File: src/rtl/port_bus_sequencer_if.sv
// Direction type and pin-group bundle shared by port_bus_sequencer and port_connect.
// The sequencer drives dir/data_out through the 'side' modport and samples data_in.
package pocket;
    typedef enum logic {
        DIR_IN  = 1'b0,
        DIR_OUT = 1'b1
    } dir_e;
endpackage

interface port_if #(
    parameter int hi_index = 7,
    parameter int lo_index = 0
);
    pocket::dir_e               dir;
    logic [hi_index-lo_index:0] data_out;
    logic [hi_index-lo_index:0] data_in;

    modport side (output dir, output data_out, input data_in);
    modport pins (input dir, input data_out, output data_in);
endinterface

File: src/rtl/port_bus_sequencer.sv
// Sequences single-word reads/writes onto a bidirectional pin group, releasing
// the bus for TURN_CYCLES whenever the drive direction has to flip.
module port_bus_sequencer #(
    parameter int WIDTH         = 8,
    parameter int TURN_CYCLES   = 2,
    parameter int SAMPLE_CYCLES = 3,
    parameter int HOLD_CYCLES   = 1
) (
    input  logic             clk,
    input  logic             reset_n,
    input  logic             req_valid,
    output logic             req_ready,
    input  logic             req_write,
    input  logic [WIDTH-1:0] req_wdata,
    output logic             rsp_valid,
    output logic [WIDTH-1:0] rsp_rdata,
    output logic             busy,
    port_if.side             port
);
    import pocket::*;

    localparam int MaxTH     = (TURN_CYCLES > HOLD_CYCLES) ? TURN_CYCLES : HOLD_CYCLES;
    localparam int MaxCycles = (MaxTH > SAMPLE_CYCLES) ? MaxTH : SAMPLE_CYCLES;
    localparam int CntW      = (MaxCycles > 1) ? $clog2(MaxCycles) : 1;

    localparam logic [CntW-1:0] TurnLoad   = CntW'(TURN_CYCLES - 1);
    localparam logic [CntW-1:0] SampleLoad = CntW'(SAMPLE_CYCLES - 1);
    localparam logic [CntW-1:0] HoldLoad   = CntW'(HOLD_CYCLES - 1);

    if (TURN_CYCLES < 1 || SAMPLE_CYCLES < 1 || HOLD_CYCLES < 1) begin : g_bad_cfg
        $error("port_bus_sequencer: TURN_CYCLES, SAMPLE_CYCLES and HOLD_CYCLES must all be >= 1");
    end

    typedef enum logic [1:0] {
        IDLE,
        TURN,
        DRIVE,
        SETTLE
    } state_e;

    state_e            state_q,    state_d;
    logic [CntW-1:0]   count_q,    count_d;
    dir_e              dir_q,      dir_d;
    logic [WIDTH-1:0]  dataOut_q,  dataOut_d;
    logic [WIDTH-1:0]  wdata_q,    wdata_d;
    logic              isWrite_q,  isWrite_d;
    logic              rspValid_q, rspValid_d;
    logic [WIDTH-1:0]  rspRdata_q, rspRdata_d;

    always_ff @(posedge clk) begin
        if (!reset_n) begin
            state_q    <= IDLE;
            count_q    <= '0;
            dir_q      <= DIR_IN;
            dataOut_q  <= '0;
            wdata_q    <= '0;
            isWrite_q  <= 1'b0;
            rspValid_q <= 1'b0;
            rspRdata_q <= '0;
        end else begin
            state_q    <= state_d;
            count_q    <= count_d;
            dir_q      <= dir_d;
            dataOut_q  <= dataOut_d;
            wdata_q    <= wdata_d;
            isWrite_q  <= isWrite_d;
            rspValid_q <= rspValid_d;
            rspRdata_q <= rspRdata_d;
        end
    end

    always_comb begin
        state_d    = state_q;
        count_d    = count_q;
        dir_d      = dir_q;
        dataOut_d  = dataOut_q;
        wdata_d    = wdata_q;
        isWrite_d  = isWrite_q;
        rspValid_d = 1'b0;
        rspRdata_d = rspRdata_q;

        case (state_q)
            IDLE: begin
                if (req_valid && req_ready) begin
                    isWrite_d = req_write;
                    wdata_d   = req_wdata;
                    // Bus already parked in the needed direction: skip the turnaround.
                    if (req_write == (dir_q == DIR_OUT)) begin
                        if (req_write) begin
                            state_d   = DRIVE;
                            count_d   = HoldLoad;
                            dataOut_d = req_wdata;
                        end else begin
                            state_d = SETTLE;
                            count_d = SampleLoad;
                        end
                    end else begin
                        state_d = TURN;
                        count_d = TurnLoad;
                        dir_d   = DIR_IN;
                    end
                end
            end
            TURN: begin
                if (count_q == '0) begin
                    if (isWrite_q) begin
                        state_d   = DRIVE;
                        count_d   = HoldLoad;
                        dir_d     = DIR_OUT;
                        dataOut_d = wdata_q;
                    end else begin
                        state_d = SETTLE;
                        count_d = SampleLoad;
                    end
                end else begin
                    count_d = count_q - CntW'(1);
                end
            end
            DRIVE: begin
                if (count_q == '0) begin
                    state_d    = IDLE;
                    rspValid_d = 1'b1;
                end else begin
                    count_d = count_q - CntW'(1);
                end
            end
            SETTLE: begin
                if (count_q == '0) begin
                    state_d    = IDLE;
                    rspValid_d = 1'b1;
                    rspRdata_d = port.data_in;
                end else begin
                    count_d = count_q - CntW'(1);
                end
            end
            default: state_d = IDLE;
        endcase
    end

    // Gating with reset_n keeps the requester off until reset has been released.
    assign req_ready     = (state_q == IDLE) && reset_n;
    assign busy          = !req_ready;
    assign rsp_valid     = rspValid_q;
    assign rsp_rdata     = rspRdata_q;
    assign port.dir      = dir_q;
    assign port.data_out = dataOut_q;

endmodule

File: src/flat_wrapper.sv
// flat-port wrapper written by rule: the top's interface ports become plain ports
module port_bus_sequencer_flat import pocket::*;
#(
    parameter int WIDTH         = 8,
    parameter int TURN_CYCLES   = 2,
    parameter int SAMPLE_CYCLES = 3,
    parameter int HOLD_CYCLES   = 1
)
  (clk, reset_n, req_valid, req_ready, req_write, req_wdata, rsp_valid, rsp_rdata, busy, port_dir, port_data_out, port_data_in);
  port_if #(.hi_index(WIDTH-1), .lo_index(0)) port_i ();
  input  logic clk;
  input  logic reset_n;
  input  logic req_valid;
  output logic req_ready;
  input  logic req_write;
  input  logic [WIDTH-1:0] req_wdata;
  output logic rsp_valid;
  output logic [WIDTH-1:0] rsp_rdata;
  output logic busy;
  output wire logic [$bits(port_i.dir)-1:0] port_dir;
  output wire logic [$bits(port_i.data_out)-1:0] port_data_out;
  input wire logic [$bits(port_i.data_in)-1:0] port_data_in;
  assign port_dir = port_i.dir;
  assign port_data_out = port_i.data_out;
  assign port_i.data_in = port_data_in;
  port_bus_sequencer #(.WIDTH(WIDTH), .TURN_CYCLES(TURN_CYCLES), .SAMPLE_CYCLES(SAMPLE_CYCLES), .HOLD_CYCLES(HOLD_CYCLES)) u_core (.clk(clk), .reset_n(reset_n), .req_valid(req_valid), .req_ready(req_ready), .req_write(req_write), .req_wdata(req_wdata), .rsp_valid(rsp_valid), .rsp_rdata(rsp_rdata), .busy(busy), .port(port_i));
endmodule
File: config.mk
export PLATFORM = sky130hd
export DESIGN_NAME = port_bus_sequencer_flat
export DESIGN_NICKNAME = d
export VERILOG_FILES = /design/src/rtl/port_bus_sequencer_if.sv /design/src/rtl/port_bus_sequencer.sv /design/src/flat_wrapper.sv
export SDC_FILE = /design/constraint.sdc
export NUM_CORES = 1
export LEC_CHECK = 0
export CAP_MARGIN = 20
export CORE_UTILIZATION = 43
export DETAILED_ROUTE_END_ITERATION = 8
export GPL_TIMING_DRIVEN = 0
export MAX_ROUTING_LAYER = met4
export PLACE_DENSITY = 0.75
export SLEW_MARGIN = 20
export SYNTH_ARGS = -nofsm -noshare
export SYNTH_HDL_FRONTEND = slang
export SYNTH_SLANG_ARGS = --single-unit
File: constraint.sdc
create_clock -name clk -period 1.52 [get_ports clk]
set_clock_uncertainty 0.05 [all_clocks]
set_input_delay 0.304 -clock clk [delete_from_list [all_inputs] [get_ports clk]]
set_output_delay 0.304 -clock clk [all_outputs]
set_load 0.01 [all_outputs]
==> impl_metrics.env, run 1 <==
export IMPL_cts_root_buf="clkbuf_4"
export IMPL_cp_num_buf_inv=3
export IMPL_layout_area_seq_um2=627
export IMPL_critPathTopFamily="flip-flops"
export IMPL_cts_sinks=31
export IMPL_syn_num_nets=178
export IMPL_hold_slack_ns=0.276
export IMPL_rsz0062_at_grt="yes"
export IMPL_clk_path_buf_depth=2
export IMPL_max_freq_mhz=666
export IMPL_synth_edff_count=0
export IMPL_final_common_cell="dfxtp_1"
export IMPL_powerDensity_mw_per_mm2=1260
export IMPL_max_slew_margin=0.517
export IMPL_final_min_clock_period_ns=1.50
export IMPL_critical_path_class="flip-flop to primary output"
export IMPL_crit_slowest_cell="dfxtp_2"
export IMPL_critPathArrivalTime_ns=1.15
export IMPL_gp_congestion=0.708
export IMPL_diodes=0
export IMPL_avgRoutedWirePerCell_um=14.1
export IMPL_grt_overflow=0
export IMPL_synth_cell_types=32
export IMPL_dr_pass1_iters=4
export IMPL_synthFlopType="dfxtp_1"
export IMPL_ant_nets=0
export IMPL_portBuffers=39
export IMPL_start_kind="flip-flop"
export IMPL_cts_hold_buffers_added=0
export IMPL_drv_slew=0
export IMPL_layout_drive_gt1_share=0.241
export IMPL_outcome="finished, final reports clean"
export IMPL_first_iter_violations=54
export IMPL_track_usage=0.218
export IMPL_wirelength_um=3620
export IMPL_critPathCaptureType="primary output"
export IMPL_grt_pass1_vias=1267
export IMPL_synthArstFlopShare=0
export IMPL_antenna_found_initial=0
export IMPL_vias=1325
export IMPL_post_place_ws_ns=-0.586
export IMPL_fill_cells=266
export IMPL_ys_seq_elements=31
export IMPL_dieArea_mm2=0.00365
export IMPL_multi_input_area_um2=805
export IMPL_core_mm2=0.00315
export IMPL_final_cell_mix="dfxtp_1, nand2_1, dlygate4sd2_1, mux2i_1, clkdlybuf4s50_1"
export IMPL_hold_path_class="input pin to flip-flop"
export IMPL_netlist_area_mm2=0.00147
export IMPL_tritoncts="built"
export IMPL_ioPinCount=40
export IMPL_hold_violations=0
export IMPL_die_h_um=60.4
export IMPL_grt_max_degree=11
export IMPL_die_w_um=60.4
export IMPL_nNetsFinal=235
export IMPL_ys_seq_area_frac=0.423
export IMPL_syn_inst=154
export IMPL_syn_to_final_growth_pct=42.2
export IMPL_clock_latency_ns=0.33
export IMPL_setup_ws_ns=0.0195
export IMPL_start_util=0.465
export IMPL_crit_fanout=6
export IMPL_numCtsBuffers=5
export IMPL_vdd_drop_max_v=0.000713
export IMPL_leakage_uw=0.000989
export IMPL_fin_total_pwr_uw=2620
export IMPL_critPathMaxStageDelay_ns=0.33
export IMPL_via_per_inst=5.18
export IMPL_cp_cell_sequence="buf_6 -> nor3_4 -> inv_1 -> buf_2"
export IMPL_period_share=0.987
export IMPL_h_tree_depth=2
export IMPL_synth_area_per_cell_um2=9.52
export IMPL_grt_pass1_wl_um=5690
export IMPL_drc=0
export IMPL_ys_warn_count=0
export IMPL_cts_clk_slew_worst_paths_ns=0.09
export IMPL_worst_pin_slew_ns=0.725
export IMPL_maxCapViolations=0
export IMPL_setup_viol=0
export IMPL_worst_ep_required_time_ns=1.17
export IMPL_dp_hpwl_um=2380
export IMPL_rows=20
## cells in the mapped netlist, drive strengths merged, types with 2 or more instances
master	number	area, um^2
a21oi	4	20.0
nand2b	2	12.5
ha	4	50.1
nor2	14	52.6
buf	7	46.3
a211oi	16	170
inv	6	22.5
a311oi	2	17.5
o21ai	10	50.1
nor2b	3	18.8
dfxtp	31	621
nand2	20	75.1
nor3b	2	15.0
mux2i	16	160
clkbuf	4	16.3
## cell families after synthesis
group                    synth area share
adder cells (fa/ha/maj)            0.0341
AO/OA/AOI/OAI                       0.209
flip-flops                          0.423
AND/OR/NAND/NOR                     0.159
buffers and inverters              0.0580
multiplexers                        0.117
## power breakdown
group	total [uW]	switching, uW	internal (uW)
combinational	1140	542	600
sequential	1020	75.8	942
clock	458	278	180
## final cells by class
class / instances / area share
multi-input cells: 106 / 0.386
flip-flops and latches: 31 / 0.301
repair buffers: 51 / 0.214
plain buffers: 10 / 0.0372
well taps: 44 / 0.0264
clock buffers: 7 / 0.0216
inverters: 6 / 0.0120
clock inverters: 1 / 0.00240
## path summary, 6_finish.rpt
check                                       from                                   end  slack (ns)  depth (start not counted)
setup / recovery  u_core.state_q[0]$_SDFFE_PN0P_                                  busy        0.02                          4
hold / removal                         req_valid          u_core.port.dir$_SDFFE_PN0P_        0.28                          2
setup reg to reg  u_core.count_q[1]$_SDFFE_PN0P_  u_core.port.data_out[0]$_SDFFE_PN0P_        0.04                          6
hold reg to reg   u_core.wdata_q[5]$_SDFFE_PN0P_        u_core.wdata_q[5]$_SDFFE_PN0P_        0.41                          2
## per-stage QoR
| stage | TNS [ns] | area [um^2] | utilization | std cells |
|---|---|---|---|---|
| after floorplan | 0 | 1480 | - | 154 |
| after global placement | -8.19 | 1930 | 0.611 | 237 |
| after detailed placement | -8.63 | 1930 | 0.611 | 237 |
| after CTS | 0 | 1990 | 0.633 | 245 |
| after global routing | -0.0923 | 2080 | 0.661 | 256 |
| final | 0 | 2080 | 0.661 | 256 |
## repair_timing
| item | in CTS | in global routing |
|---|---|---|
| gates resized for setup | 43 | 5 |
| gates cloned | 0 | 1 |
| buffers inserted | 1 | 10 |
| pin swaps | 2 | 3 |
| endpoints found under the setup margin | 30 | 11 |
## sequential cells by signal, indices dropped and copies added, names as in the netlist
register / count
u_core.port.data_out: 8
u_core.count_q: 2
u_core.wdata_q: 8
u_core.rsp_valid: 1
u_core.isWrite_q: 1
u_core.state_q: 2
u_core.rsp_rdata: 8
u_core.port.dir: 1
## routing by layer
metal  track usage  vias to the layer above  part of all wire
met4        0.0997                        0             0.010
met1         0.256                      625              0.43
met2         0.356                       44              0.51
met3        0.0448                        4             0.049
li1              -                      652                 -
met5             -                        -                 0
No activity file was read; power rests on OpenSTA's default activity.
==> run 2: changes to the inputs <==
--- a/config.mk
+++ b/config.mk
@@ -8,10 +8,9 @@
 export CAP_MARGIN = 20
 export CORE_UTILIZATION = 43
 export DETAILED_ROUTE_END_ITERATION = 8
-export GPL_TIMING_DRIVEN = 0
+export GPL_ROUTABILITY_DRIVEN = 0
 export MAX_ROUTING_LAYER = met4
 export PLACE_DENSITY = 0.75
-export SLEW_MARGIN = 20
 export SYNTH_ARGS = -nofsm -noshare
 export SYNTH_HDL_FRONTEND = slang
 export SYNTH_SLANG_ARGS = --single-unit
==> impl_metrics.env, run 2 (synthesis results as in run 1) <==
export IMPL_critPathCaptureType="primary output"
export IMPL_dr_pass1_iters=4
export IMPL_layout_area_seq_um2=626
export IMPL_layout_drive_gt1_share=0.251
export IMPL_grt_max_degree=21
export IMPL_clock_latency_ns=0.34
export IMPL_antenna_found_initial=0
export IMPL_vdd_drop_max_v=0.000581
export IMPL_die_h_um=60.4
export IMPL_core_mm2=0.00315
export IMPL_drv_slew=0
export IMPL_ff2ff_path_depth=6
export IMPL_final_util=0.667
export IMPL_nNetsFinal=231
export IMPL_diodes=0
export IMPL_dieArea_mm2=0.00365
export IMPL_final_cell_mix="dfxtp_1, nand2_1, dlygate4sd2_1, mux2i_1, clkdlybuf4s50_1"
export IMPL_h_tree_depth=2
export IMPL_wirelength_um=3280
export IMPL_portBuffers=39
export IMPL_worst_pin_slew_ns=0.276
export IMPL_hold_path_end="u_core.port.dir$_SDFFE_PN0P_"
export IMPL_start_util=0.465
export IMPL_critical_path_class="flip-flop to primary output"
export IMPL_setup_viol=0
export IMPL_period_share=0.979
export IMPL_ioPinCount=40
export IMPL_die_w_um=60.4
export IMPL_hold_path_class="input pin to flip-flop"
export IMPL_grt_pass1_vias=1236
export IMPL_cts_clk_slew_worst_paths_ns=0.10
export IMPL_min_from="req_valid"
export IMPL_max_slew_margin=0.815
export IMPL_maxCapViolations=0
export IMPL_hold_depth=2
export IMPL_powerDensity_mw_per_mm2=1240
export IMPL_drc=0
export IMPL_fill_cells=270
export IMPL_crit_fanout=4
export IMPL_rrSetupSlack_ns=0.04
export IMPL_grt_overflow=0
export IMPL_final_min_clock_period_ns=1.49
export IMPL_tritoncts="built"
export IMPL_vias=1291
export IMPL_hold_slack_ns=0.269
export IMPL_start_kind="flip-flop"
export IMPL_ant_nets=0
export IMPL_setup_ws_ns=0.0321
export IMPL_leakage_uw=0.000992
export IMPL_final_common_cell="dfxtp_1"
export IMPL_r2r_end="u_core.port.data_out[0]$_SDFFE_PN0P_"
export IMPL_dp_hpwl_um=2390
export IMPL_multi_input_area_um2=805
export IMPL_critPathArrivalTime_ns=1.13
export IMPL_max_freq_mhz=672
export IMPL_syn_to_final_growth_pct=43.5
export IMPL_outcome="finished, final reports clean"
export IMPL_timing_rr_start="u_core.count_q[1]$_SDFFE_PN0P_"
export IMPL_grt_pass1_wl_um=5290
export IMPL_avgRoutedWirePerCell_um=13.1
export IMPL_cts_sinks=31
export IMPL_fin_total_pwr_uw=2610
export IMPL_post_place_ws_ns=-0.656
export IMPL_rsz0062_at_grt="yes"
export IMPL_numCtsBuffers=5
export IMPL_worst_ep_required_time_ns=1.17
export IMPL_rows=20
export IMPL_clk_path_buf_depth=2
export IMPL_first_iter_violations=47
export IMPL_hold_violations=0
export IMPL_cts_root_buf="clkbuf_4"
export IMPL_via_per_inst=5.14
export IMPL_track_usage=0.204
run 2: cell types whose count changed in the layout (fill, tap and decap cells not counted), sizes merged:
cell / change
buf: -1
clkbuf: -5
clkdlybuf4s15: +1
run 2: how the worst max path moves through the flow:
stage | startpoint | to | slack, ns | cells after the start
after floorplan | u_core.count_q[0]$_SDFFE_PN0P_ | u_core.port.data_out[0]$_SDFFE_PN0P_ | 0.05 | 6
after global placement | req_write | u_core.port.data_out[4]$_SDFFE_PN0P_ | -0.57 | 6
after detailed placement | req_write | u_core.port.data_out[3]$_SDFFE_PN0P_ | -0.66 | 6
after CTS | u_core.state_q[0]$_SDFFE_PN0P_ | req_ready | 0.008 | 2
after global routing | u_core.count_q[1]$_SDFFE_PN0P_ | u_core.port.data_out[0]$_SDFFE_PN0P_ | -0.04 | 6
final | u_core.state_q[0]$_SDFFE_PN0P_ | req_ready | 0.03 | 2
run 2: per-stage QoR:
stage	TNS, ns	area (um^2)	instances
global route	-0.0655	2100	251
detailed placement	-9.47	2030	243
CTS	0	2060	249
finish	0	2100	251
global placement	-8.42	2030	243
floorplan	0	1480	154
run 2: critical path, stage by stage (launching register included):
cell	delay (ns)
dfxtp_2	0.35
nor3_2	0.19
clkdlybuf4s15_2	0.25
run 2: what timing repair did:
action	4_1_cts	5_1_grt
hold buffers	0	0
pin swaps	2	2
gates resized for setup	33	8
buffers inserted	0	2
setup endpoints to repair	29	20
run 2: final cells by class:
| cell class | instances | share of cell area |
|---|---|---|
| flip-flops and latches | 31 | 0.297 |
| clock buffers | 6 | 0.0244 |
| clock inverters | 1 | 0.00238 |
| inverters | 6 | 0.0107 |
| multi-input cells | 106 | 0.382 |
| repair buffers | 57 | 0.257 |
| well taps | 44 | 0.0262 |
run 2: power breakdown:
part           internal, uW  switching [uW]
combinational           589             518
clock                   214             281
sequential              939            71.3
total                  1740             870
run 2: per-layer routing:
metal,routed length [um],up-vias,GRT usage
li1,-,648,-
met1,1450,587,0.228
met2,1580,50,0.339
met3,197,6,0.0597
met4,57,0,0.0831
met5,0,-,-
